<file path="src/rtl/sumador_pkg.sv">
// Shared types and constants for the bit-serial add/subtract unit feeding the
// seven-segment display driver.
package sumador_pkg;

  typedef enum logic [1:0] {
    IDLE  = 2'd0,
    SHIFT = 2'd1,
    DONE  = 2'd2
  } state_t;

  localparam logic OP_ADD = 1'b0;
  localparam logic OP_SUB = 1'b1;

  localparam int RES_W = 8;

endpackage

</file>
<file path="src/rtl/serial_adder_7seg_src_if.sv">
// Operation request / result bundle between the requester and the serial adder.
interface serial_adder_7seg_src_if
  import sumador_pkg::*;
#(
  parameter int WIDTH = 4
);

  logic             start;
  logic             op;
  logic [WIDTH-1:0] a;
  logic [WIDTH-1:0] b;
  logic [RES_W-1:0] num;
  logic             busy;
  logic             done;

  modport master (output start, op, a, b, input num, busy, done);
  modport slave  (input start, op, a, b, output num, busy, done);

endinterface

</file>
<file path="src/rtl/full_adder_1b.sv">
// One-bit full adder used as the single arithmetic cell of the serial datapath.
module full_adder_1b (
  input  logic a,
  input  logic b,
  input  logic cin,
  output logic s,
  output logic cout
);

  assign s    = a ^ b ^ cin;
  assign cout = (a & b) | (a & cin) | (b & cin);

endmodule

</file>
<file path="src/rtl/serial_adder_7seg_src.sv">
// Bit-serial add/subtract, one operand bit per clock; the finished result is
// held on num for the seven-segment driver until the next operation completes.
module serial_adder_7seg_src
  import sumador_pkg::*;
#(
  parameter int WIDTH = 4
) (
  input  logic                     clk,
  input  logic                     rst,
  serial_adder_7seg_src_if.slave   bus
);

  localparam int CNT_W = $clog2(WIDTH) + 1;

  state_t           state_reg, state_next;
  logic             busy_reg, busy_next;
  logic             done_reg, done_next;

  logic [WIDTH-1:0] a_sr_reg, b_sr_reg, res_sr_reg;
  logic             op_reg, carry_reg;
  logic [CNT_W-1:0] cnt_reg;
  logic [RES_W-1:0] num_reg, num_next;

  logic             b_eff, fa_s, fa_cout, last_bit, top_bit;
  logic [WIDTH:0]   res_wide;
  logic [WIDTH-1:0] res_shift;

  // Subtraction is a + ~b + 1: invert b bit-wise here, the +1 is the initial carry.
  assign b_eff = b_sr_reg[0] ^ op_reg;

  full_adder_1b u_fa (
    .a    (a_sr_reg[0]),
    .b    (b_eff),
    .cin  (carry_reg),
    .s    (fa_s),
    .cout (fa_cout)
  );

  assign last_bit  = (cnt_reg == CNT_W'(WIDTH - 1));
  assign res_wide  = {fa_s, res_sr_reg};
  assign res_shift = res_wide[WIDTH:1];
  // For subtraction a missing final carry means a borrow, i.e. a negative result.
  assign top_bit   = (op_reg == OP_SUB) ? ~fa_cout : fa_cout;

  // Result bits, then the carry/sign bit, then zero- or sign-extension.
  generate
    for (genvar gi = 0; gi < RES_W; gi++) begin : g_num
      if (gi < WIDTH) begin : g_res
        assign num_next[gi] = res_shift[gi];
      end else if (gi == WIDTH) begin : g_top
        assign num_next[gi] = top_bit;
      end else begin : g_ext
        assign num_next[gi] = (op_reg == OP_SUB) & top_bit;
      end
    end
  endgenerate

  always_ff @(posedge clk or posedge rst) begin
    if (rst) begin
      state_reg <= IDLE;
      busy_reg  <= 1'b0;
      done_reg  <= 1'b0;
    end else begin
      state_reg <= state_next;
      busy_reg  <= busy_next;
      done_reg  <= done_next;
    end
  end

  always_comb begin
    state_next = state_reg;
    case (state_reg)
      IDLE:    if (bus.start) state_next = SHIFT;
      SHIFT:   if (last_bit)  state_next = DONE;
      DONE:    state_next = IDLE;
      default: state_next = IDLE;
    endcase
  end

  // Flags are decoded from the next state so they are registered like num.
  always_comb begin
    busy_next = (state_next != IDLE);
    done_next = (state_next == DONE);
  end

  always_ff @(posedge clk or posedge rst) begin
    if (rst) begin
      a_sr_reg   <= '0;
      b_sr_reg   <= '0;
      res_sr_reg <= '0;
      op_reg     <= OP_ADD;
      carry_reg  <= 1'b0;
      cnt_reg    <= '0;
      num_reg    <= '0;
    end else if (state_reg == IDLE) begin
      if (bus.start) begin
        a_sr_reg   <= bus.a;
        b_sr_reg   <= bus.b;
        res_sr_reg <= '0;
        op_reg     <= bus.op;
        carry_reg  <= bus.op;
        cnt_reg    <= '0;
      end
    end else if (state_reg == SHIFT) begin
      a_sr_reg   <= a_sr_reg >> 1;
      b_sr_reg   <= b_sr_reg >> 1;
      res_sr_reg <= res_shift;
      carry_reg  <= fa_cout;
      cnt_reg    <= cnt_reg + CNT_W'(1);
      if (last_bit) begin
        num_reg <= num_next;
      end
    end
  end

  assign bus.num  = num_reg;
  assign bus.busy = busy_reg;
  assign bus.done = done_reg;

endmodule

</file>
<file path="src/flat_wrapper.sv">
// flat-port wrapper written by rule: the top's interface ports become plain ports
module serial_adder_7seg_src_flat import sumador_pkg::*;
#(
  parameter int WIDTH = 4
)
  (clk, rst, bus_start, bus_op, bus_a, bus_b, bus_num, bus_busy, bus_done);
  serial_adder_7seg_src_if #(.WIDTH(WIDTH)) bus_i ();
  input  logic clk;
  input  logic rst;
  input wire logic [$bits(bus_i.start)-1:0] bus_start;
  input wire logic [$bits(bus_i.op)-1:0] bus_op;
  input wire logic [$bits(bus_i.a)-1:0] bus_a;
  input wire logic [$bits(bus_i.b)-1:0] bus_b;
  output wire logic [$bits(bus_i.num)-1:0] bus_num;
  output wire logic [$bits(bus_i.busy)-1:0] bus_busy;
  output wire logic [$bits(bus_i.done)-1:0] bus_done;
  assign bus_i.start = bus_start;
  assign bus_i.op = bus_op;
  assign bus_i.a = bus_a;
  assign bus_i.b = bus_b;
  assign bus_num = bus_i.num;
  assign bus_busy = bus_i.busy;
  assign bus_done = bus_i.done;
  serial_adder_7seg_src #(.WIDTH(WIDTH)) u_core (.clk(clk), .rst(rst), .bus(bus_i));
endmodule
</file>
<file path="config.mk">
export PLATFORM = sky130hd
export DESIGN_NAME = serial_adder_7seg_src_flat
export DESIGN_NICKNAME = d
export VERILOG_FILES = /design/src/rtl/sumador_pkg.sv /design/src/rtl/serial_adder_7seg_src_if.sv /design/src/rtl/full_adder_1b.sv /design/src/rtl/serial_adder_7seg_src.sv /design/src/flat_wrapper.sv
export SDC_FILE = /design/constraint.sdc
export NUM_CORES = 1
export LEC_CHECK = 0
export BUFFER_PORTS_ARGS = -buffer_cell sky130_fd_sc_hd__buf_2
export CAP_MARGIN = 15
export CORE_MARGIN = 8
export CORE_UTILIZATION = 35
export CTS_CLUSTER_DIAMETER = 40
export DETAILED_ROUTE_END_ITERATION = 12
export MAX_ROUTING_LAYER = met4
export PLACE_DENSITY = 0.65
export SLEW_MARGIN = 20
export SYNTH_ARGS = -nofsm -noshare
export SYNTH_HDL_FRONTEND = slang
export SYNTH_SLANG_ARGS = --single-unit
</file>
<file path="constraint.sdc">
create_clock -name clk -period 3.59 [get_ports clk]
set_input_delay 0.1795 -clock clk [delete_from_list [all_inputs] [get_ports clk]]
set_output_delay 0.1795 -clock clk [all_outputs]
set_load 0.005 [all_outputs]
</file>
## Yosys cells after proc, flatten, opt, wreduce, memory -nomap -nowiden

Cells that the tools add are included.

- $add $sub $neg: 1
- Equality and inequality tests: 4
- Multiplexer cells: 19
- Bitwise gates (word level): 11
- Reduce and logical (&&, ||, !) cells: 6

Operators by type and width:

| cell | number |
|---|---|
| $mux W4 | 9 |
| $mux W3 | 3 |
| $and A1 B1 Y1 | 4 |
| $mux W1 | 4 |
| $mux W2 | 2 |
| $pmux W2 S2 | 1 |
| $reduce_and A2 Y1 | 2 |
| $reduce_bool A2 Y1 | 2 |
| $add A3 B1 Y3 const B | 1 |
| $eq A3 B2 Y1 const B | 1 |
| $reduce_and A3 Y1 | 1 |
| $xor A1 B1 Y1 | 3 |
| $eq A2 B1 Y1 const B | 1 |
| $eq A2 B2 Y1 const B | 1 |
| $logic_not A2 Y1 | 1 |
| $ne A2 B2 Y1 const B | 1 |
| $not A1 Y1 | 2 |
| $or A1 B1 Y1 | 2 |

- Flip-flop bits (word level): 27
- Input port bits: 12
- Output and inout port bits: 10
- Logic and storage cells: 51

## Logic depth before layout (Yosys ltp)

- Depth after elaboration: 7
- Depth in mapped cells: 4
- Gate-level depth less buffers: 4

## Hierarchy

From an unflattened synthesis, not the netlist that was laid out.

- Cell total of the unflattened synthesis: 88
- Area total of the unflattened synthesis: 1196.1 µm²

Modules (own cells, without submodules):

| module | times used | cells each | area each (µm²) | seq. area each (µm²) |
|---|---|---|---|---|
| serial_adder_7seg_src | 1 | 87 | 1176.1 | 650.6 |
| full_adder_1b | 1 | 1 | 20.0 | 0.0 |

## Worst setup path before layout

OpenSTA, ideal clock, no wires.

- Path type: register -> register
- Start point: reg u_core.op_reg
- End point: reg u_core.num_reg[5] (netlist: u_core.bus.num[5])
- Library setup time: 0.125 ns
- Arrival time: 1.314 ns
- Data required time: 3.465 ns
- Path slack: 2.152 ns
- Cell stages (with the launch flop): 5
- Path buffers: 0
- Clock period less this slack: 1.438 ns
- Path through: dfrtp_1 xnor2_1 fa_1 ha_1 mux2_2

- Longest elaborated chain between the ends: 7
- Elaborated cells on any way between the ends: 8
- Classes of those cells: mux: 1; bitwise: 7

Ends and longest elaborated chain:

| element | line | source |
|---|---|---|
| start: declaration | serial_adder_7seg_src.sv:20 | `logic op_reg, carry_reg;` |
| start signal: assignment | serial_adder_7seg_src.sv:100 | `op_reg <= bus.op;` |
| $xor A1 B1 Y1 | serial_adder_7seg_src.sv:29 | `assign b_eff = b_sr_reg[0] ^ op_reg;` |
| $and A1 B1 Y1 | full_adder_1b.sv:11 | `assign cout = (a & b) \| (a & cin) \| (b & cin);` |
| $or A1 B1 Y1 (2 in a row) | full_adder_1b.sv:11 |  |
| $not A1 Y1 | serial_adder_7seg_src.sv:43 | `assign top_bit = (op_reg == OP_SUB) ? ~fa_cout : fa_cout;` |
| $mux W1 | serial_adder_7seg_src.sv:43 |  |
| $and A1 B1 Y1 * | serial_adder_7seg_src.sv:53 | `assign num_next[gi] = (op_reg == OP_SUB) & top_bit;` |
| named net u_core.num_next[5] | serial_adder_7seg_src.sv:22 | `logic [RES_W-1:0] num_reg, num_next;` |
| end signal: assignment | serial_adder_7seg_src.sv:111 | `num_reg <= num_next;` |
| end: declaration | serial_adder_7seg_src.sv:22 |  |

Mark *: on every way through the listed nets, which the timed path passes. The rest lies on a longest branch.
A chain may end at the register's enable or synchronous reset.

## Worst setup path in the final report

- Start point: reg u_core.state_reg[0]
- End point: reg u_core.a_sr_reg[2]

- Longest elaborated chain between the ends: 3
- Elaborated cells on any way between the ends: 6
- Classes of those cells: eq/ne: 2; mux: 1; reduce/logical: 3

Ends and longest elaborated chain:

| element | line | source |
|---|---|---|
| start: declaration | serial_adder_7seg_src.sv:15 | `state_t state_reg, state_next;` |
| start signal: assignment | serial_adder_7seg_src.sv:64 | `state_reg <= state_next;` |
| $eq A2 B1 Y1 or $logic_not A2 Y1 (tied branches) | serial_adder_7seg_src.sv:104, serial_adder_7seg_src.sv:95 |  |
| $reduce_bool A2 Y1 (no line) or $ne A2 B2 Y1 (tied branches) | - |  |
| $reduce_and A2 Y1 (no line) | - |  |
| end signal: assignment | serial_adder_7seg_src.sv:97 | `a_sr_reg <= bus.a;` |
| end signal: assignment | serial_adder_7seg_src.sv:105 | `a_sr_reg <= a_sr_reg >> 1;` |
| end: declaration | serial_adder_7seg_src.sv:19 | `logic [WIDTH-1:0] a_sr_reg, b_sr_reg, res_sr_reg;` |

Parallel ways exist; a longest one is shown, timed or not.

==> impl_metrics.py <==
metrics = {
    "floorplan": {
        "top_level_ports": 22,
        "dieArea_um2": 5450,
        "coreArea_um2": 3280,
        "initial_utilization": 0.357,
        "num_rows": 21,
        "die_y_um": 73.8,
        "die_x_um": 73.8,
    },
    "placed_design": {
        "dp.cells": 152,
        "gp_congestion": 0.753,
        "dpl_cell_area_um2": 1290,
        "dp_hpwl_mm": 1.60,
        "io_buffers": 21,
    },
    "clock_tree": {
        "postCtsResizedCells": 0,
        "cts_buffers": 3,
        "htreeDepth": 1,
        "cts_hold_buffers": 0,
        "cts_tree": "done",
        "cts_root_buf": "clkbuf_4",
        "postCtsSetupBuffers": 0,
        "clkSlewWorstSetupHoldPaths_ps": 140,
        "numClockSinks": 26,
        "worstSkewPairLatency_ps": 320,
        "clockBufferDepth": 2,
    },
    "grt": {
        "grt_pass1_vias": 781,
        "antenna_found_initial": 0,
        "grt_pass1_wl_mm": 3.73,
        "grt_max_degree": 27,
        "grt_use_total": 0.0912,
        "grt-ovfl-total": 0,
    },
    "synth": {
        "yosys.area.top_type": "dfrtp_1",
        "ys_top_cells_by_count": "26 x dfrtp_1, 14 x inv_1, 6 x nor4b_1",
        "ys_warn_count": 0,
        "synthCells": 92,
        "synth_edf_count": 0,
        "syn_area_um2": 1170,
        "avgSynthCellArea_um2": 12.7,
        "synth_most_common_cell": "dfrtp_1",
        "async_reset_ff_frac": 1.00,
        "synth_top_area_frac": 0.556,
        "synth_seq_cells": 26,
        "synth_top_flop_cell": "dfrtp_1",
        "synthDistinctLibCells": 26,
        "ys_seq_area_frac": 0.556,
        "yosys-top-cells-area": "dfrtp_1 56%, mux2_2 4.8%, inv_1 4.5%",
        "syn-num-nets": 108,
    },
    "timing": {
        "min_period_over_period": 0.471,
        "slew_violations": 0,
        "tightestPinTransition_ps": 896,
        "slew_headroom": 0.399,
        "tns_ps": 0,
        "finClkSkew_ps": 10.1,
        "hold_viol": 0,
        "fmax_mhz": 591,
        "grt_setup_unrepaired": "no",
        "layout_min_cycle_time_ps": 1690,
        "setup_viol_count_final": 0,
    },
    "power_and_ir_drop": {
        "internal-power_mw": 0.721,
        "p_per_area_nw_per_um2": 840,
        "swShare": 0.356,
        "share_clk_of_total_power": 0.130,
        "p_switching_mw": 0.399,
        "pwr-share-seq": 0.469,
        "leakagePower_nw": 0.662,
        "comb_power_share": 0.401,
        "ir_worst_vdd_v": 0.000204,
    },
    "layout": {
        "largest_reg_flops": 6,
        "post-route-util": 0.406,
        "layout.nets": 128,
        "fillCellCount": 319,
        "syn2layout_area_growth_pct": 13.9,
        "stdcell_count": 157,
        "stdcell_area_um2": 1330,
        "multi_input_area_um2": 422,
        "seq_area_um2": 651,
        "antenna_cells": 0,
        "drive_above_1_share": 0.297,
    },
    "setup_path": {
        "crit_required_ps": 3820,
        "crit_type": "flip-flop to flip-flop",
        "crit_fanout": 18,
        "crit_path_start": "u_core.state_reg[0]$_DFF_PP0_",
        "worstPathArrival_ps": 1920,
        "start_kind": "flip-flop",
        "r2r_start": "u_core.state_reg[0]$_DFF_PP0_",
        "worstSetupEndpointType": "flip-flop",
    },
    "detailed_routing": {
        "drt-initial-drc-count": 60,
        "top_layer_used": "met4",
        "dr_wl_met3_um": 60,
        "vias_per_cell": 4.81,
        "drt-wirelength-per-cell_um": 13.9,
        "drt.antenna.violating_nets": 0,
        "vias": 755,
        "m1WireLength_um": 945,
        "dr_wl_met2_mm": 1.13,
        "first_pass_iters": 4,
        "finalWirelength_mm": 2.18,
        "drc": 0,
    },
    "status": {
        "outcome": "complete, no violations",
    },
    "hold_path": {
        "hold_class": "primary input to flip-flop",
        "worstHoldStart": "bus_b[3]",
    },
    "job": {
        "cap_viol_max_count": 0,
    },
}
## cells by family (layout without fill, tap and decap cells)
kind of cell / after synthesis / count (layout) / synth area share
buf+inv: 21 / 40 / 0.0844
fa+ha+maj: 4 / 4 / 0.0491
simple gates: 16 / 16 / 0.114
flops: 26 / 26 / 0.556
xor+xnor: 1 / 1 / 0.00748
compound gates: 16 / 16 / 0.115
mux: 8 / 8 / 0.0737
## layout make-up
cell class / count / area share
sequential: 26 / 0.488
multi-input combinational: 45 / 0.316
timing repair buffer: 22 / 0.0863
tap: 46 / 0.0432
inverter: 14 / 0.0394
clock buffer: 4 / 0.0272
## cell usage in the layout (no fill, tap or decap), types with 3 or more instances in the layout
master and count:
dfrtp_1 26, clkbuf_4 3, ha_1 3, buf_2 21, nor3b_1 5, mux2i_1 3
nor4b_1 6, a221oi_1 3, inv_1 13, a22o_1 4, a211oi_1 3, mux2_2 5
## metal layers
metal  vias up  global-route usage
li1        364                   -
met1       374               0.110
met2        13               0.143
met3         4              0.0123
met4         0              0.0532
met5         -                   -
## path summary, 6_finish.rpt
kind,endpoint,slack [ps],depth (start not counted)
setup / recovery,u_core.a_sr_reg[2]$_DFFE_PP0P_,1900,3
hold / removal,u_core.b_sr_reg[3]$_DFFE_PP0P_,60,2
setup reg to reg,u_core.a_sr_reg[2]$_DFFE_PP0P_,1900,3
hold reg to reg,u_core.cnt_reg[0]$_DFFE_PP0P_,500,1
max in group asynchronous,u_core.bus.num[0]$_DFFE_PP0P_,2710,3
min in group asynchronous,u_core.b_sr_reg[3]$_DFFE_PP0P_,460,3
## power groups by stage
stage	Combinational (mW)	Sequential [mW]	Clock [mW]
2_1_floorplan	0.374	0.493	0
3_3_place_gp	0.442	0.523	0
3_5_place_dp	0.456	0.532	0
4_1_cts	0.458	0.525	0.150
5_1_grt	0.510	0.551	0.159
6_report	0.449	0.526	0.146
## worst max-delay path: stages (launching register included)
cell and delay, ps:
dfrtp_1 600, o21bai_2 540, inv_1 180, o221a_2 280
## through the flow
step	worst slack (ps)	hold slack (ps)	power (mW)
after floorplan	2150	220	0.867
after global placement	2000	415	0.965
after detailed placement	1930	405	0.988
after CTS	1900	62.8	1.13
after global routing	1760	74.5	1.22
final	1900	64.6	1.12
(Power assumes the default switching activity.)
